$ cat src/rtl/cache_mem_arbiter_if.sv
// Bundle of I-cache, D-cache and memory signals around the cache/memory arbiter.
// The master modport is the arbiter's view; slave is the surrounding caches and memory.
interface cache_mem_arbiter_if #(
    parameter int A_WIDTH = 32
);
    logic [A_WIDTH-1:0] i_a;
    logic               i_strobe;
    logic [31:0]        i_dout;
    logic               i_ready;

    logic [A_WIDTH-1:0] d_a;
    logic               d_strobe;
    logic               d_rw;
    logic [31:0]        d_wdata;
    logic [31:0]        d_dout;
    logic               d_ready;

    logic [A_WIDTH-1:0] m_a;
    logic               m_strobe;
    logic               m_rw;
    logic [31:0]        m_din;
    logic [31:0]        m_dout;
    logic               m_ready;

    logic               busy;

    modport master (
        input  i_a, i_strobe, d_a, d_strobe, d_rw, d_wdata, m_dout, m_ready,
        output i_dout, i_ready, d_dout, d_ready, m_a, m_strobe, m_rw, m_din, busy
    );

    modport slave (
        output i_a, i_strobe, d_a, d_strobe, d_rw, d_wdata, m_dout, m_ready,
        input  i_dout, i_ready, d_dout, d_ready, m_a, m_strobe, m_rw, m_din, busy
    );
endinterface

$ cat src/rtl/cache_mem_arbiter.sv
// Arbitrates a single memory port between I-cache and D-cache requests.
// D wins ties until it has taken MAX_D_STREAK grants in a row while I waited.
module cache_mem_arbiter #(
    parameter int A_WIDTH      = 32,
    parameter int MAX_D_STREAK = 4
) (
    input logic                clk,
    input logic                clrn,
    cache_mem_arbiter_if.master bus
);
    typedef enum logic [1:0] {
        IDLE   = 2'd0,
        I_BUSY = 2'd1,
        D_BUSY = 2'd2
    } state_t;

    localparam logic [3:0] MAX_STREAK = 4'(MAX_D_STREAK);

    state_t             r_state;
    state_t             w_next;
    logic               w_grant_i;
    logic               w_grant_d;

    logic [A_WIDTH-1:0] r_addr;
    logic               r_rw;
    logic [31:0]        r_wdata;
    logic [3:0]         r_streak;

    always_ff @(posedge clk or negedge clrn) begin
        if (!clrn) begin
            r_state <= IDLE;
        end else begin
            r_state <= w_next;
        end
    end

    // Grants only come from IDLE, which enforces the idle cycle between transactions.
    always_comb begin
        w_next    = r_state;
        w_grant_i = 1'b0;
        w_grant_d = 1'b0;
        case (r_state)
            IDLE: begin
                if (bus.d_strobe && (!bus.i_strobe || (r_streak != MAX_STREAK))) begin
                    w_grant_d = 1'b1;
                    w_next    = D_BUSY;
                end else if (bus.i_strobe) begin
                    w_grant_i = 1'b1;
                    w_next    = I_BUSY;
                end
            end
            I_BUSY, D_BUSY: begin
                if (bus.m_ready) begin
                    w_next = IDLE;
                end
            end
            default: begin
                w_next = IDLE;
            end
        endcase
    end

    always_ff @(posedge clk or negedge clrn) begin
        if (!clrn) begin
            r_addr   <= '0;
            r_rw     <= 1'b0;
            r_wdata  <= '0;
            r_streak <= '0;
        end else if (w_grant_d) begin
            r_addr  <= bus.d_a;
            r_rw    <= bus.d_rw;
            r_wdata <= bus.d_wdata;
            if (!bus.i_strobe) begin
                r_streak <= '0;
            end else if (r_streak != MAX_STREAK) begin
                r_streak <= r_streak + 4'd1;
            end
        end else if (w_grant_i) begin
            r_addr   <= bus.i_a;
            r_rw     <= 1'b0;
            r_streak <= '0;
        end
    end

    always_comb begin
        bus.m_a      = r_addr;
        bus.m_din    = r_wdata;
        bus.m_strobe = (r_state != IDLE);
        bus.m_rw     = (r_state == D_BUSY) && r_rw;
        bus.i_ready  = (r_state == I_BUSY) && bus.m_ready;
        bus.d_ready  = (r_state == D_BUSY) && bus.m_ready;
        bus.i_dout   = bus.m_dout;
        bus.d_dout   = bus.m_dout;
        bus.busy     = (r_state != IDLE);
    end
endmodule

$ cat src/flat_wrapper.sv
// flat-port wrapper written by rule: the top's interface ports become plain ports
module cache_mem_arbiter_flat 
#(
    parameter int A_WIDTH      = 32,
    parameter int MAX_D_STREAK = 4
)
  (clk, clrn, bus_i_a, bus_i_strobe, bus_d_a, bus_d_strobe, bus_d_rw, bus_d_wdata, bus_m_dout, bus_m_ready, bus_i_dout, bus_i_ready, bus_d_dout, bus_d_ready, bus_m_a, bus_m_strobe, bus_m_rw, bus_m_din, bus_busy);
  cache_mem_arbiter_if #(.A_WIDTH(A_WIDTH)) bus_i ();
  input logic clk;
  input logic clrn;
  input wire logic [$bits(bus_i.i_a)-1:0] bus_i_a;
  input wire logic [$bits(bus_i.i_strobe)-1:0] bus_i_strobe;
  input wire logic [$bits(bus_i.d_a)-1:0] bus_d_a;
  input wire logic [$bits(bus_i.d_strobe)-1:0] bus_d_strobe;
  input wire logic [$bits(bus_i.d_rw)-1:0] bus_d_rw;
  input wire logic [$bits(bus_i.d_wdata)-1:0] bus_d_wdata;
  input wire logic [$bits(bus_i.m_dout)-1:0] bus_m_dout;
  input wire logic [$bits(bus_i.m_ready)-1:0] bus_m_ready;
  output wire logic [$bits(bus_i.i_dout)-1:0] bus_i_dout;
  output wire logic [$bits(bus_i.i_ready)-1:0] bus_i_ready;
  output wire logic [$bits(bus_i.d_dout)-1:0] bus_d_dout;
  output wire logic [$bits(bus_i.d_ready)-1:0] bus_d_ready;
  output wire logic [$bits(bus_i.m_a)-1:0] bus_m_a;
  output wire logic [$bits(bus_i.m_strobe)-1:0] bus_m_strobe;
  output wire logic [$bits(bus_i.m_rw)-1:0] bus_m_rw;
  output wire logic [$bits(bus_i.m_din)-1:0] bus_m_din;
  output wire logic [$bits(bus_i.busy)-1:0] bus_busy;
  assign bus_i.i_a = bus_i_a;
  assign bus_i.i_strobe = bus_i_strobe;
  assign bus_i.d_a = bus_d_a;
  assign bus_i.d_strobe = bus_d_strobe;
  assign bus_i.d_rw = bus_d_rw;
  assign bus_i.d_wdata = bus_d_wdata;
  assign bus_i.m_dout = bus_m_dout;
  assign bus_i.m_ready = bus_m_ready;
  assign bus_i_dout = bus_i.i_dout;
  assign bus_i_ready = bus_i.i_ready;
  assign bus_d_dout = bus_i.d_dout;
  assign bus_d_ready = bus_i.d_ready;
  assign bus_m_a = bus_i.m_a;
  assign bus_m_strobe = bus_i.m_strobe;
  assign bus_m_rw = bus_i.m_rw;
  assign bus_m_din = bus_i.m_din;
  assign bus_busy = bus_i.busy;
  cache_mem_arbiter #(.A_WIDTH(A_WIDTH), .MAX_D_STREAK(MAX_D_STREAK)) u_core (.clk(clk), .clrn(clrn), .bus(bus_i));
endmodule
$ cat config.mk
export PLATFORM = sky130hd
export DESIGN_NAME = cache_mem_arbiter_flat
export DESIGN_NICKNAME = d
export VERILOG_FILES = /design/src/rtl/cache_mem_arbiter_if.sv /design/src/rtl/cache_mem_arbiter.sv /design/src/flat_wrapper.sv
export SDC_FILE = /design/constraint.sdc
export NUM_CORES = 1
export LEC_CHECK = 0
export BUFFER_PORTS_ARGS = -buffer_cell sky130_fd_sc_hd__clkbuf_2
export CAP_MARGIN = 20
export CORE_ASPECT_RATIO = 0.5
export CORE_MARGIN = 2
export CORE_UTILIZATION = 46
export CTS_BUF_LIST = sky130_fd_sc_hd__clkbuf_8
export CTS_CLUSTER_DIAMETER = 150
export CTS_CLUSTER_SIZE = 8
export DETAILED_ROUTE_END_ITERATION = 7
export GPL_TIMING_DRIVEN = 0
export PLACE_DENSITY_LB_ADDON = 0.3
export SYNTH_ARGS = -nofsm -noshare
export SYNTH_HDL_FRONTEND = slang
export SYNTH_SLANG_ARGS = --single-unit
$ cat constraint.sdc
create_clock -name clk -period 4.2 [get_ports clk]
set_input_delay 0.42 -clock clk [delete_from_list [all_inputs] [get_ports clk]]
set_output_delay 0.42 -clock clk [all_outputs]
set_load 0.02 [all_outputs]
==> impl_metrics.csv <==
group,metric,value,unit
yosys,syn_nets,469,
die,ios,267,
placement,gp_congestion,0.7802,
timing,max_slew.worst_pin.slew,0.4928,ns
clock_tree,cts.sinks,71,
timing,slew_violations,0,
finish,diodes,0,
drt,drtAntennaViolNets,0,
timing,slew_headroom,67.15,%
yosys,synth_top_family_by_area,"buffers and inverters",
yosys,yosys.area.top_type_share,47.33,%
yosys,ys_ff_latch,71,
clock_tree,path_clk_slew,0.08,ns
clock_tree,cts_buffers,9,
yosys,synth_flop_cell,"dfrtp_1",
global_routing,grt_usage,21.86,%
yosys,synthesis.area_per_instance,11.37,sq um
placement,portBuffers,232,
clock_tree,cts_root_buffer,"clkbuf_8",
placement,dp_slack,2.282,ns
finish,drive_above_1_share,62.59,%
yosys,synthAdderAreaFrac,1.667,%
timing,setup_ws,2.299,ns
yosys,syn_inst,330,
clock_tree,post_cts_buffers,0,
yosys,synth_compound_area_share,14.23,%
finish,stdcell_area,5296,sq um
drt,drt_iter0_markers,229,
clock_tree,clockBufferDepth,2,
die,row_count,23,
yosys,synth-simple-area-share,6.167,%
finish,layout_common_cells,"clkbuf_2 (232), dfrtp_1 (71), buf_4 (65)",
drt,viasPerCell,4.798,
power,vdd_ir_drop_max,0.4331,mV
clock_tree,cts_tree,"built",
clock_tree,clock_latency,0.34,ns
global_routing,grt_max_degree,50,
placement,placedInstanceArea,5085,sq um
yosys,synth-edff-count,0,
worst_setup_path,crit_chain,"inv_1 > ha_1 > buf_2 > inv_1 > buf_4 > clkbuf_2",
status,status,"complete, no violations",
global_routing,grt_pass1_wl,15.46,mm
yosys,synth.mux.area_fraction,12.50,%
drt,drcViolationCount,0,
timing,max_freq,526.0,MHz
yosys,synth_area,3754,sq um
worst_setup_path,crit_arrival,1.48,ns
worst_setup_path,path_common_cell,"inv_1",
worst_setup_path,start_kind,"register",
drt,routed_wl,10.35,mm
global_routing,grt_pass1_vias,3193,
placement,hpwl,8.235,mm
global_routing,grt-ovfl-total,0,
worst_setup_path,cp-end-kind,"output pin",
power,p_leak,2.824,nW
worst_setup_path,worstPathMaxFanout,7,
yosys,synth_cell_types,33,
timing,fin_setup_tns,0,ns
drt,wire_per_inst,14.96,um
finish,area_growth,41.10,%
yosys,yosys.area.top_type,"dfrtp_1",
timing,fin_skew,0.01504,ns
finish,num-nets-final,714,
timing,rsz0062_at_grt,"false",
worst_hold_path,hold_class,"input port to register",
die,die_y,67.88,um
finish,fin_cells,692,
timing,finalSetupViolCount,0,
clock_tree,htreeDepth,3,
timing,fin_crit_sh,45.27,%
timing,hold_violations,0,
die,start_util,47.09,%
worst_setup_path,slowest_delay,0.39,ns
drt,dr.pass1.iters,4,
power,p_per_area,733.5,nW/um^2
worst_setup_path,worstPathRequired,3.78,ns
yosys,synth_xor_xnor_area_share,0,%
global_routing,antenna_found_initial,0,
placement,dp_cells,675,
timing,fin_crit,1.901,ns
die,die_w,131.8,um
worst_setup_path,cpMaxStageDelayCell,"dfrtp_1",
yosys,async_flop_share,100.0,%
yosys,yosysWarnings,0,
power,p_total,0.003885,W
yosys,synthTopCellsByArea,"dfrtp_1 (47%), buf_4 (13%), mux2_4 (12%)",
yosys,ys_seq_area_share,47.33,%
die,fp.dieArea,8943,sq um
finish,final_common_cell,"clkbuf_2",
drt,dr_total_vias,3320,
die,fp.coreArea,7971,sq um
run,maxCapViolCount,0,
worst_setup_path,path_class,"register to output pin",
-- final cells by class --
class                      instances  area (sq um)
multi-input combinational        163          1297
timing repair buffer             234          1201
sequential                        71          1777
clock inverter                     7         77.57
buffer                            88         649.4
tap                              112         140.1
inverter                           8         30.03
fill                             681          2675
clock buffer                       9         123.9
-- kinds of logic (layout without fill, tap and decap cells) --
group / count (synthesis) / after routing
fa+ha+maj: 5 / 5
flops: 71 / 71
mux: 32 / 32
simple gates: 48 / 48
compound gates: 78 / 78
buf+inv: 96 / 346
-- synth_stat cells (2+ instances only) --
library cell   n
buf_12         3
mux2_2         3
o32ai_1       32
dfrtp_1       71
mux2_4        29
buf_6          2
a21oi_1       34
o21ai_0        2
a31oi_1        2
and2_1         4
buf_2          8
inv_1          8
nand2_1        3
buf_4         65
o22ai_1        2
nand3_1        2
nor2_1        32
ha_1           5
clkbuf_1       9
-- layer usage --
metal  track usage (%)  vias to the layer above  wire, um
met5                 0                        -         0
met4             8.288                        0       207
met3             4.667                       21       468
met2             39.14                      121      5383
met1             26.92                     1587      4295
li1                  -                     1591         -
-- power breakdown --
group          switching, W  internal (W)  leakage, nW
combinational       0.00121      0.000889         1.89
clock              0.000270      0.000280        0.101
sequential         0.000202       0.00103        0.835
total               0.00168       0.00220         2.82
-- state kept, by name (all words and copies together), names as in the netlist --
signal            count
u_core.bus.m_a       32
u_core.bus.m_din     32
u_core.r_rw           1
u_core.r_state        2
u_core.r_streak       4
-- per-stage QoR --
step / utilization, % / hold WS (ns)
2_1_floorplan: - / 0.1244
3_3_place_gp: 63.41 / 0.4844
3_5_place_dp: 63.79 / 0.3739
4_1_cts: 66.44 / 0.2853
5_1_grt: 66.44 / 0.2803
6_report: 66.44 / 0.3013
-- path summary, 6_finish.rpt --
path                                        end  depth (start not counted)  slack [ns]              start
hold / removal              u_core.bus.m_din[6]                          2        0.30     bus_d_wdata[6]
max in group asynchronous     u_core.bus.m_a[2]                          3        3.11               clrn
min in group asynchronous  u_core.bus.m_din[12]                          2        0.54               clrn
setup reg to reg              u_core.bus.m_a[8]                          7        2.30  u_core.r_state[0]
setup / recovery                   bus_m_strobe                          6        2.30  u_core.r_state[1]
hold reg to reg                     u_core.r_rw                          1        0.50        u_core.r_rw
-- critical path, delay by kind of cell, from the launching register on --
family	cells	cell delay [ns]
adders and majority gates	1	0.14
DFF	1	0.39
buffers and inverters	5	0.62
-- timing repair --
action | in CTS | in global routing
endpoints found under the hold margin | 22 | 0
setup endpoints to repair | 0 | 0
gates resized for setup | 0 | 0
hold buffers | 1 | 0
Power figures use the tool's default switching activity.
